[src/rtl/optical_tx_sequencer.sv]
// optical_tx_sequencer
// Builds the 40 MHz transmit frame stream for the dual-GTP optical link.
// The stream goes through four phases: idle frames while the GTPs come out of
// reset, a train of channel-bonding frames, a start marker, and PRBS payload.
// A free-running restart timer sends the marker again and restarts the PRBS
// so that a receiver which connects late can still lock.
// Optional feature macro: OPT_TX_ERRINJ_EN enables single-bit error injection
// on payload frames. When it is undefined, inj_err_req is ignored and
// inj_err_cnt stays 0.
module optical_tx_sequencer #(
  parameter int unsigned BOND_GAP       = 32,
  parameter int unsigned BOND_COUNT     = 255,
  parameter logic [31:0] RESTART_PERIOD = 32'h2638E98
) (
  input  logic        clock,
  input  logic        reset,
  input  logic [1:0]  gtp_reset_done,
  input  logic        enable,
  input  logic [47:0] prbs_data,
  input  logic        prbs_start,
  output logic        prbs_rst,
  output logic [63:0] tx_data,
  output logic [7:0]  tx_iskchar,
  output logic [1:0]  state,
  output logic        bonding_done,
  output logic        restart_pulse,
  input  logic        inj_err_req,
  output logic [15:0] inj_err_cnt
);

  localparam logic [63:0] FRAME_IDLE   = {4{16'h50BC}};
  localparam logic [63:0] FRAME_BOND   = 64'h1CFEFBDC_00000000;
  localparam logic [63:0] FRAME_MARKER = 64'hFCFCFCFCFCFCFCFC;
  localparam logic [7:0]  MASK_IDLE    = 8'b01010101;
  localparam logic [7:0]  MASK_BOND    = 8'b11110000;
  localparam logic [7:0]  MASK_MARKER  = 8'hFF;
  localparam logic [7:0]  MASK_PAYLOAD = 8'b00000001;

  localparam int SLOT_W = (BOND_GAP > 2) ? $clog2(BOND_GAP) : 1;
  localparam int BOND_W = $clog2(BOND_COUNT + 1);
  localparam logic [SLOT_W-1:0] SLOT_LAST = SLOT_W'(BOND_GAP - 1);
  localparam logic [BOND_W-1:0] BOND_LAST = BOND_W'(BOND_COUNT - 1);

  typedef enum logic [1:0] {
    ST_WAIT_GTP = 2'd0,
    ST_BOND     = 2'd1,
    ST_MARKER   = 2'd2,
    ST_PAYLOAD  = 2'd3
  } state_t;

  state_t            cur_state;
  logic [SLOT_W-1:0] slot_cnt;
  logic [BOND_W-1:0] bond_cnt;
  logic [31:0]       restart_timer;
  logic              enable_q;

  logic gtp_ok;
  logic enable_rise;
  logic payload_fire;
  logic inj_flip;
  logic [63:0] err_flip;

  assign gtp_ok      = &gtp_reset_done;
  assign enable_rise = enable & ~enable_q;
  // A payload frame goes out only when nothing with higher priority
  // (link loss, restart, enable rise) pulls the state back to MARKER.
  assign payload_fire = gtp_ok && (cur_state == ST_PAYLOAD) && !restart_pulse
                        && !enable_rise && enable;
  assign err_flip = {47'd0, inj_flip, 16'd0};
  assign state    = cur_state;

  // Free-running restart timer; only a full reset clears it, a link drop does not.
  always_ff @(posedge clock) begin
    // NOTE: sequential state always uses non-blocking assignments, so every
    // register sees the values from before the edge regardless of block order.
    if (reset) begin
      restart_timer <= 32'd0;
      restart_pulse <= 1'b0;
    end else if (restart_timer == RESTART_PERIOD) begin
      restart_timer <= 32'd0;
      restart_pulse <= 1'b1;
    end else begin
      restart_timer <= restart_timer + 32'd1;
      restart_pulse <= 1'b0;
    end
  end

  // Sequencer FSM with registered frame, mask and PRBS reset outputs.
  always_ff @(posedge clock) begin
    if (reset) begin
      cur_state    <= ST_WAIT_GTP;
      slot_cnt     <= '0;
      bond_cnt     <= '0;
      bonding_done <= 1'b0;
      prbs_rst     <= 1'b1;
      enable_q     <= 1'b0;
      tx_data      <= FRAME_IDLE;
      tx_iskchar   <= MASK_IDLE;
    end else begin
      enable_q   <= enable;
      tx_data    <= FRAME_IDLE;
      tx_iskchar <= MASK_IDLE;
      if (!gtp_ok) begin
        // Losing either channel restarts the whole bring-up sequence.
        cur_state    <= ST_WAIT_GTP;
        slot_cnt     <= '0;
        bond_cnt     <= '0;
        bonding_done <= 1'b0;
        prbs_rst     <= 1'b1;
      end else begin
        unique case (cur_state)
          ST_WAIT_GTP: begin
            prbs_rst  <= 1'b1;
            slot_cnt  <= '0;
            bond_cnt  <= '0;
            cur_state <= ST_BOND;
          end
          ST_BOND: begin
            prbs_rst <= 1'b1;
            if (bonding_done) begin
              cur_state <= ST_MARKER;
            end else if (slot_cnt == SLOT_LAST) begin
              slot_cnt   <= '0;
              bond_cnt   <= bond_cnt + BOND_W'(1);
              tx_data    <= FRAME_BOND;
              tx_iskchar <= MASK_BOND;
              if (bond_cnt == BOND_LAST) bonding_done <= 1'b1;
            end else begin
              slot_cnt <= slot_cnt + SLOT_W'(1);
            end
          end
          ST_MARKER: begin
            // prbs_rst is high exactly in the first MARKER cycle, so it
            // doubles as the "ignore prbs_start" qualifier.
            prbs_rst <= 1'b0;
            if (!prbs_rst && prbs_start) begin
              tx_data    <= FRAME_MARKER;
              tx_iskchar <= MASK_MARKER;
              cur_state  <= ST_PAYLOAD;
            end
          end
          ST_PAYLOAD: begin
            if (restart_pulse || enable_rise) begin
              prbs_rst  <= 1'b1;
              cur_state <= ST_MARKER;
            end else if (enable) begin
              prbs_rst   <= 1'b0;
              tx_data    <= {prbs_data, 16'h50BC} ^ err_flip;
              tx_iskchar <= MASK_PAYLOAD;
            end else begin
              prbs_rst <= 1'b1;
            end
          end
        endcase
      end
    end
  end

`ifdef OPT_TX_ERRINJ_EN
  logic err_pending;

  assign inj_flip = err_pending;

  // Pending error request and saturating count of injected errors.
  always_ff @(posedge clock) begin
    if (reset) begin
      err_pending <= 1'b0;
      inj_err_cnt <= 16'd0;
    end else if (!gtp_ok) begin
      err_pending <= 1'b0;
    end else begin
      if (payload_fire && err_pending && (inj_err_cnt != 16'hFFFF))
        inj_err_cnt <= inj_err_cnt + 16'd1;
      err_pending <= inj_err_req | (err_pending & ~payload_fire);
    end
  end
`else
  logic unused_inj_req;

  assign unused_inj_req = inj_err_req;
  assign inj_flip       = 1'b0;
  assign inj_err_cnt    = 16'd0;
`endif

endmodule

[config.mk]
export PLATFORM = sky130hd
export DESIGN_NAME = optical_tx_sequencer
export DESIGN_NICKNAME = d
export VERILOG_FILES = /design/src/rtl/optical_tx_sequencer.sv
export SDC_FILE = /design/constraint.sdc
export NUM_CORES = 1
export LEC_CHECK = 0
export ABC_AREA = 1
export ABC_CLOCK_PERIOD_IN_PS = 2100
export CAP_MARGIN = 20
export CORE_MARGIN = 3
export CORE_UTILIZATION = 48
export CTS_BUF_LIST = sky130_fd_sc_hd__clkbuf_4 sky130_fd_sc_hd__clkbuf_8
export DETAILED_ROUTE_END_ITERATION = 10
export GPL_ROUTABILITY_DRIVEN = 0
export PLACE_DENSITY = 0.83
export SLEW_MARGIN = 20
export SYNTH_ARGS = -nofsm -noshare
export SYNTH_HDL_FRONTEND = slang
export SYNTH_SLANG_ARGS = --single-unit
[constraint.sdc]
create_clock -name clock -period 2.1 [get_ports clock]
set_clock_uncertainty 0.2 [all_clocks]
set_input_delay 0.42 -clock clock [delete_from_list [all_inputs] [get_ports clock]]
set_output_delay 0.42 -clock clock [all_outputs]
set_load 0.01 [all_outputs]
### Word level (Yosys, flattened, before mapping)

Cells that the tools add are included.

* add/sub/neg operators: 3
* equality and inequality tests: 11
* mux-type cells: 29
* bitwise logic cells: 3
* reduce and logical (&&, ||, !) cells: 12

Operator list (count)
* 2-to-1 mux 64 bit: 3
* one-hot mux 64 bit (3 select lines): 1
* 2-to-1 mux 63 bit: 2
* 2-to-1 mux 8 bit: 5
* adder 32 x 1 -> 32 bit, second input constant: 1
* == test 32 x 26 -> 1 bit, second input constant: 1
* one-hot mux 8 bit (3 select lines): 1
* one-hot mux 8 bit (2 select lines): 1
* 2-to-1 mux 7 bit: 2
* 2-to-1 mux 5 bit: 2
* one-hot mux 5 bit (2 select lines): 1
* adder 8 x 1 -> 8 bit, second input constant: 1
* == test 8 bit, second input constant: 1
* inequality test 2 bit, second input constant: 4
* one-hot mux 2 bit (4 select lines): 1
* 2-to-1 mux 1 bit: 6
* 2-to-1 mux 2 bit: 3
* AND reduction 3 bit: 2
* OR reduction 2 bit: 3
* adder 5 x 1 -> 5 bit, second input constant: 1
* == test 5 bit, second input constant: 1
* == test 2 bit, second input constant: 2
* AND reduction 2 bit: 2
* one-hot mux 1 bit (3 select lines): 1
* other kinds (9): 10

* register bits: 123
* bits of input ports: 55
* output and inout bits: 93
* logic and storage cells: 68

### Longest topological paths before layout

* word-level depth: 5
* mapped depth: 10
* depth with buffers taken out: 9

### Worst setup path before layout

No wires, ideal clock.

* path kind: register to register
* start: register slot_cnt[0]
* end: register bond_cnt[0]
* setup time: 0.121 ns
* arrival: 1.411 ns
* required time: 1.779 ns
* path slack: 0.368 ns
* stages on the path, launching flop included: 10
* buffers on the path: 0
* clock period less this slack: 1.732 ns
* cells stage by stage: dfxtp_1 ha_1 inv_1 nor3_1 ha_1 a21oi_1 nor2_1 inv_1 nand2_1 o21ai_0

* word-level cells in the longest chain between the ends: 3

RTL lines
* start, declared: RTL line 52 `logic [SLOT_W-1:0] slot_cnt;`
* start signal, assigned: RTL line 129 `slot_cnt <= slot_cnt + SLOT_W'(1);`
* == test 5 bit: RTL line 122 `end else if (slot_cnt == SLOT_LAST) begin`
* inequality test 2 bit (no line)
* AND reduction 3 bit (no line)
* end signal, assigned: RTL line 124 `bond_cnt <= bond_cnt + BOND_W'(1);`
* end, declared: RTL line 53 `logic [BOND_W-1:0] bond_cnt;`

No other way between the ends.
A chain may end at the register's enable or synchronous reset.

### Final worst setup path

* start: register bonding_done
* end: output bonding_done

RTL lines
* start, declared: RTL line 25 `output logic bonding_done,`
* start signal, assigned: RTL line 94 `bonding_done <= 1'b0;`
* start signal, assigned: RTL line 108 `bonding_done <= 1'b0;`
* start signal, assigned: RTL line 127 `if (bond_cnt == BOND_LAST) bonding_done <= 1'b1;`

No word-level cell between the ends.

==> metrics.cfg <==
[logic_synthesis]
synth_flop_cell=dfxtp_1
synth.area.top_cells=dfxtp_1 46%, nand2_1 15%, nor2_1 8.1%, buf_4 5.8%, inv_1 5.6%
yosysUniqueCellTypes=31
synthTopCellsByCount=185 x nand2_1, 104 x dfxtp_1, 98 x nor2_1
synth_area_sq_um=4560
synth_edf_count=0
ys_ff_latch=104
synth-seq-area-share=0.456
yosysTopAreaCell=dfxtp_1
post_synth.cell_area_avg_sq_um=7.18
synth_top_area_frac=0.456
yosysMostFrequentCell=nand2_1
synthArstFlopShare=0
yosys_warnings=0
postSynthCellCount=636

[final_layout]
multi_input_area_sq_um=1970
fill_cells=759
layout.area.seq_sq_um=2080
layout-drive-gt1-share=0.0747
diodes=0
design_area_sq_um=6020
areaGrowthSynthToFinish_pct=31.9
nNetsFinal=819
post-route-util=0.671

[timing]
slew_viol_final=0
setup_viol=0
finalCritPeriodShare=0.959
hold_viol_final=0
finalCriticalPeriod_ps=2010
fmax_mhz=496

[route]
viasPerCell=4.81
wl_per_cell_um=13.4
drt_first_pass_iters=5
routed-via-count=4279
drt-total-wl_mm=11.9
drc=0
drt_iter0_markers=258
ant_nets=0

[global_routing]
first_global_vias=4075
overflow=0
grt_use_total=0.226
grt_pass1_wl_mm=19.8
antenna_found_initial=0
grt_max_degree=32

[critical_path]
crit_required_ps=1480
setup.worst_path.start_class=flip-flop
path_buf_inv=1
critical-path-max-stage-delay_ps=580
crit_type=flip-flop to output port
rrSetupSlack_ps=190
cpLargestDelayFamily=buffers and inverters
cp_cell_sequence=clkdlybuf4s50_1
slowest_stage=clkdlybuf4s50_1
path_max_fanout=5
crit_path_end_kind=output port
arrival_ps=1390

[cts]
cts_post_setup_buffers_inserted=0
path_clk_slew_ps=100
cts_buffer_depth=2
cts_buffers=9
hold_buffers=0
clock-sinks=104
cts-root-buf=clkbuf_8
clk_latency_ps=370
cts_tree=done
ctsHtreeMaxLevel=3

[die]
num_io_pins=148
chipHeight_um=104
die_area_sq_um=10700
initial_core_util=0.509
num_rows=34
core_sq_um=8980
die_w_um=104

[run_status]
outcome=finished, final reports clean

[power_and_ir_drop]
p_leak_nw=2.31
peakVddDrop_mv=0.353
p_per_area_nw_per_um2=562

[min_path]
min-delay-path-class=flip-flop to flip-flop

[place]
dp_hpwl_mm=9.49
io_buffers=126
place_area_sq_um=5820

[flow_run]
cap_violations=0

flip-flops by register name (all words and copies together), names as in the netlist:
name           flops
restart_pulse      1
enable_q           1
bonding_done       1
slot_cnt           5
tx_data           48
tx_iskchar         5
restart_timer     32
state              2
bond_cnt           8
prbs_rst           1
worst paths after layout:
check / from / to / cells past startpoint
worst max-delay path: bonding_done / bonding_done / 1
worst min-delay path: restart_timer[0] / restart_timer[0] / 1
worst max register to register: slot_cnt[0] / bond_cnt[2] / 9
worst min register to register: restart_timer[0] / restart_timer[0] / 1
cell usage in the layout (no fill, tap or decap), types with 2 or more instances in the layout:
| master | Yosys | final |
|---|---|---|
| a21oi_1 | 38 | 37 |
| buf_4 | 35 | 8 |
| clkbuf_8 | 0 | 9 |
| clkdlybuf4s50_1 | 0 | 126 |
| clkinv_2 | 2 | 3 |
| clkinvlp_4 | 0 | 2 |
| conb_1 | 1 | 20 |
| dfxtp_1 | 104 | 102 |
| dfxtp_2 | 0 | 2 |
| ha_1 | 6 | 5 |
| inv_1 | 68 | 68 |
| inv_2 | 3 | 3 |
| inv_6 | 0 | 2 |
| nand2_1 | 185 | 185 |
| nand2_2 | 4 | 4 |
| nand3_1 | 26 | 26 |
| nor2_1 | 98 | 97 |
| nor2_2 | 3 | 4 |
| nor2_4 | 4 | 4 |
| nor3_1 | 4 | 4 |
| o21ai_0 | 13 | 13 |
| o21ai_1 | 2 | 2 |
| o21bai_1 | 3 | 3 |
| or2_0 | 2 | 2 |
| or2_1 | 5 | 5 |
| or2_2 | 8 | 8 |
| xnor2_1 | 5 | 5 |
| xor2_1 | 3 | 3 |
per-layer routing:
metal	part of all wire	track usage	routed length, um	up-vias
met5	0	0	0	-
met4	0.017	0.0760	206	0
met3	0.050	0.0354	595	18
met2	0.54	0.413	6390	164
met1	0.40	0.269	4710	1975
li1	-	-	-	2122
report_power, final:
part	internal (mW)	switching, mW
Clock	0.456	0.750
Sequential	1.98	0.00643
Combinational	0.112	0.0776
cells by family (layout without fill, tap and decap cells):
| logic type | Yosys count | after routing | synth area share |
|---|---|---|---|
| flops | 104 | 104 | 0.456 |
| xor+xnor | 8 | 8 | 0.0154 |
| buf+inv | 116 | 224 | 0.130 |
| compound gates | 58 | 58 | 0.0683 |
| other cells | 1 | 20 | 0.000822 |
| simple gates | 343 | 343 | 0.313 |
| fa+ha+maj | 6 | 6 | 0.0164 |
repair_timing:
| action | CTS | global route |
|---|---|---|
| resized for setup | 2 | 3 |
| hold endpoints to repair | 0 | 0 |
| setup endpoints to repair | 9 | 10 |
area by class of cell:
cell class	instances	area share
sequential	104	0.346
multi-input combinational	435	0.327
timing repair buffer	135	0.223
inverter	73	0.0459
tap	126	0.0262
clock buffer	9	0.0206
clock inverter	7	0.0108
through the flow:
step | worst slack [ps] | hold slack, ps | power (mW) | setup TNS [ps] | instances
final | 85.6 | 246 | 3.38 | 0 | 889
after global routing | -7.67 | 294 | 3.52 | -7.67 | 889
after CTS | 77.1 | 253 | 3.40 | 0 | 889
after detailed placement | -2.70 | 238 | 2.22 | -6.01 | 873
after global placement | 34.9 | 229 | 2.22 | 0 | 873
after floorplan | 368 | 217 | 2.12 | 0 | 655
Power figures use the tool's default switching activity.
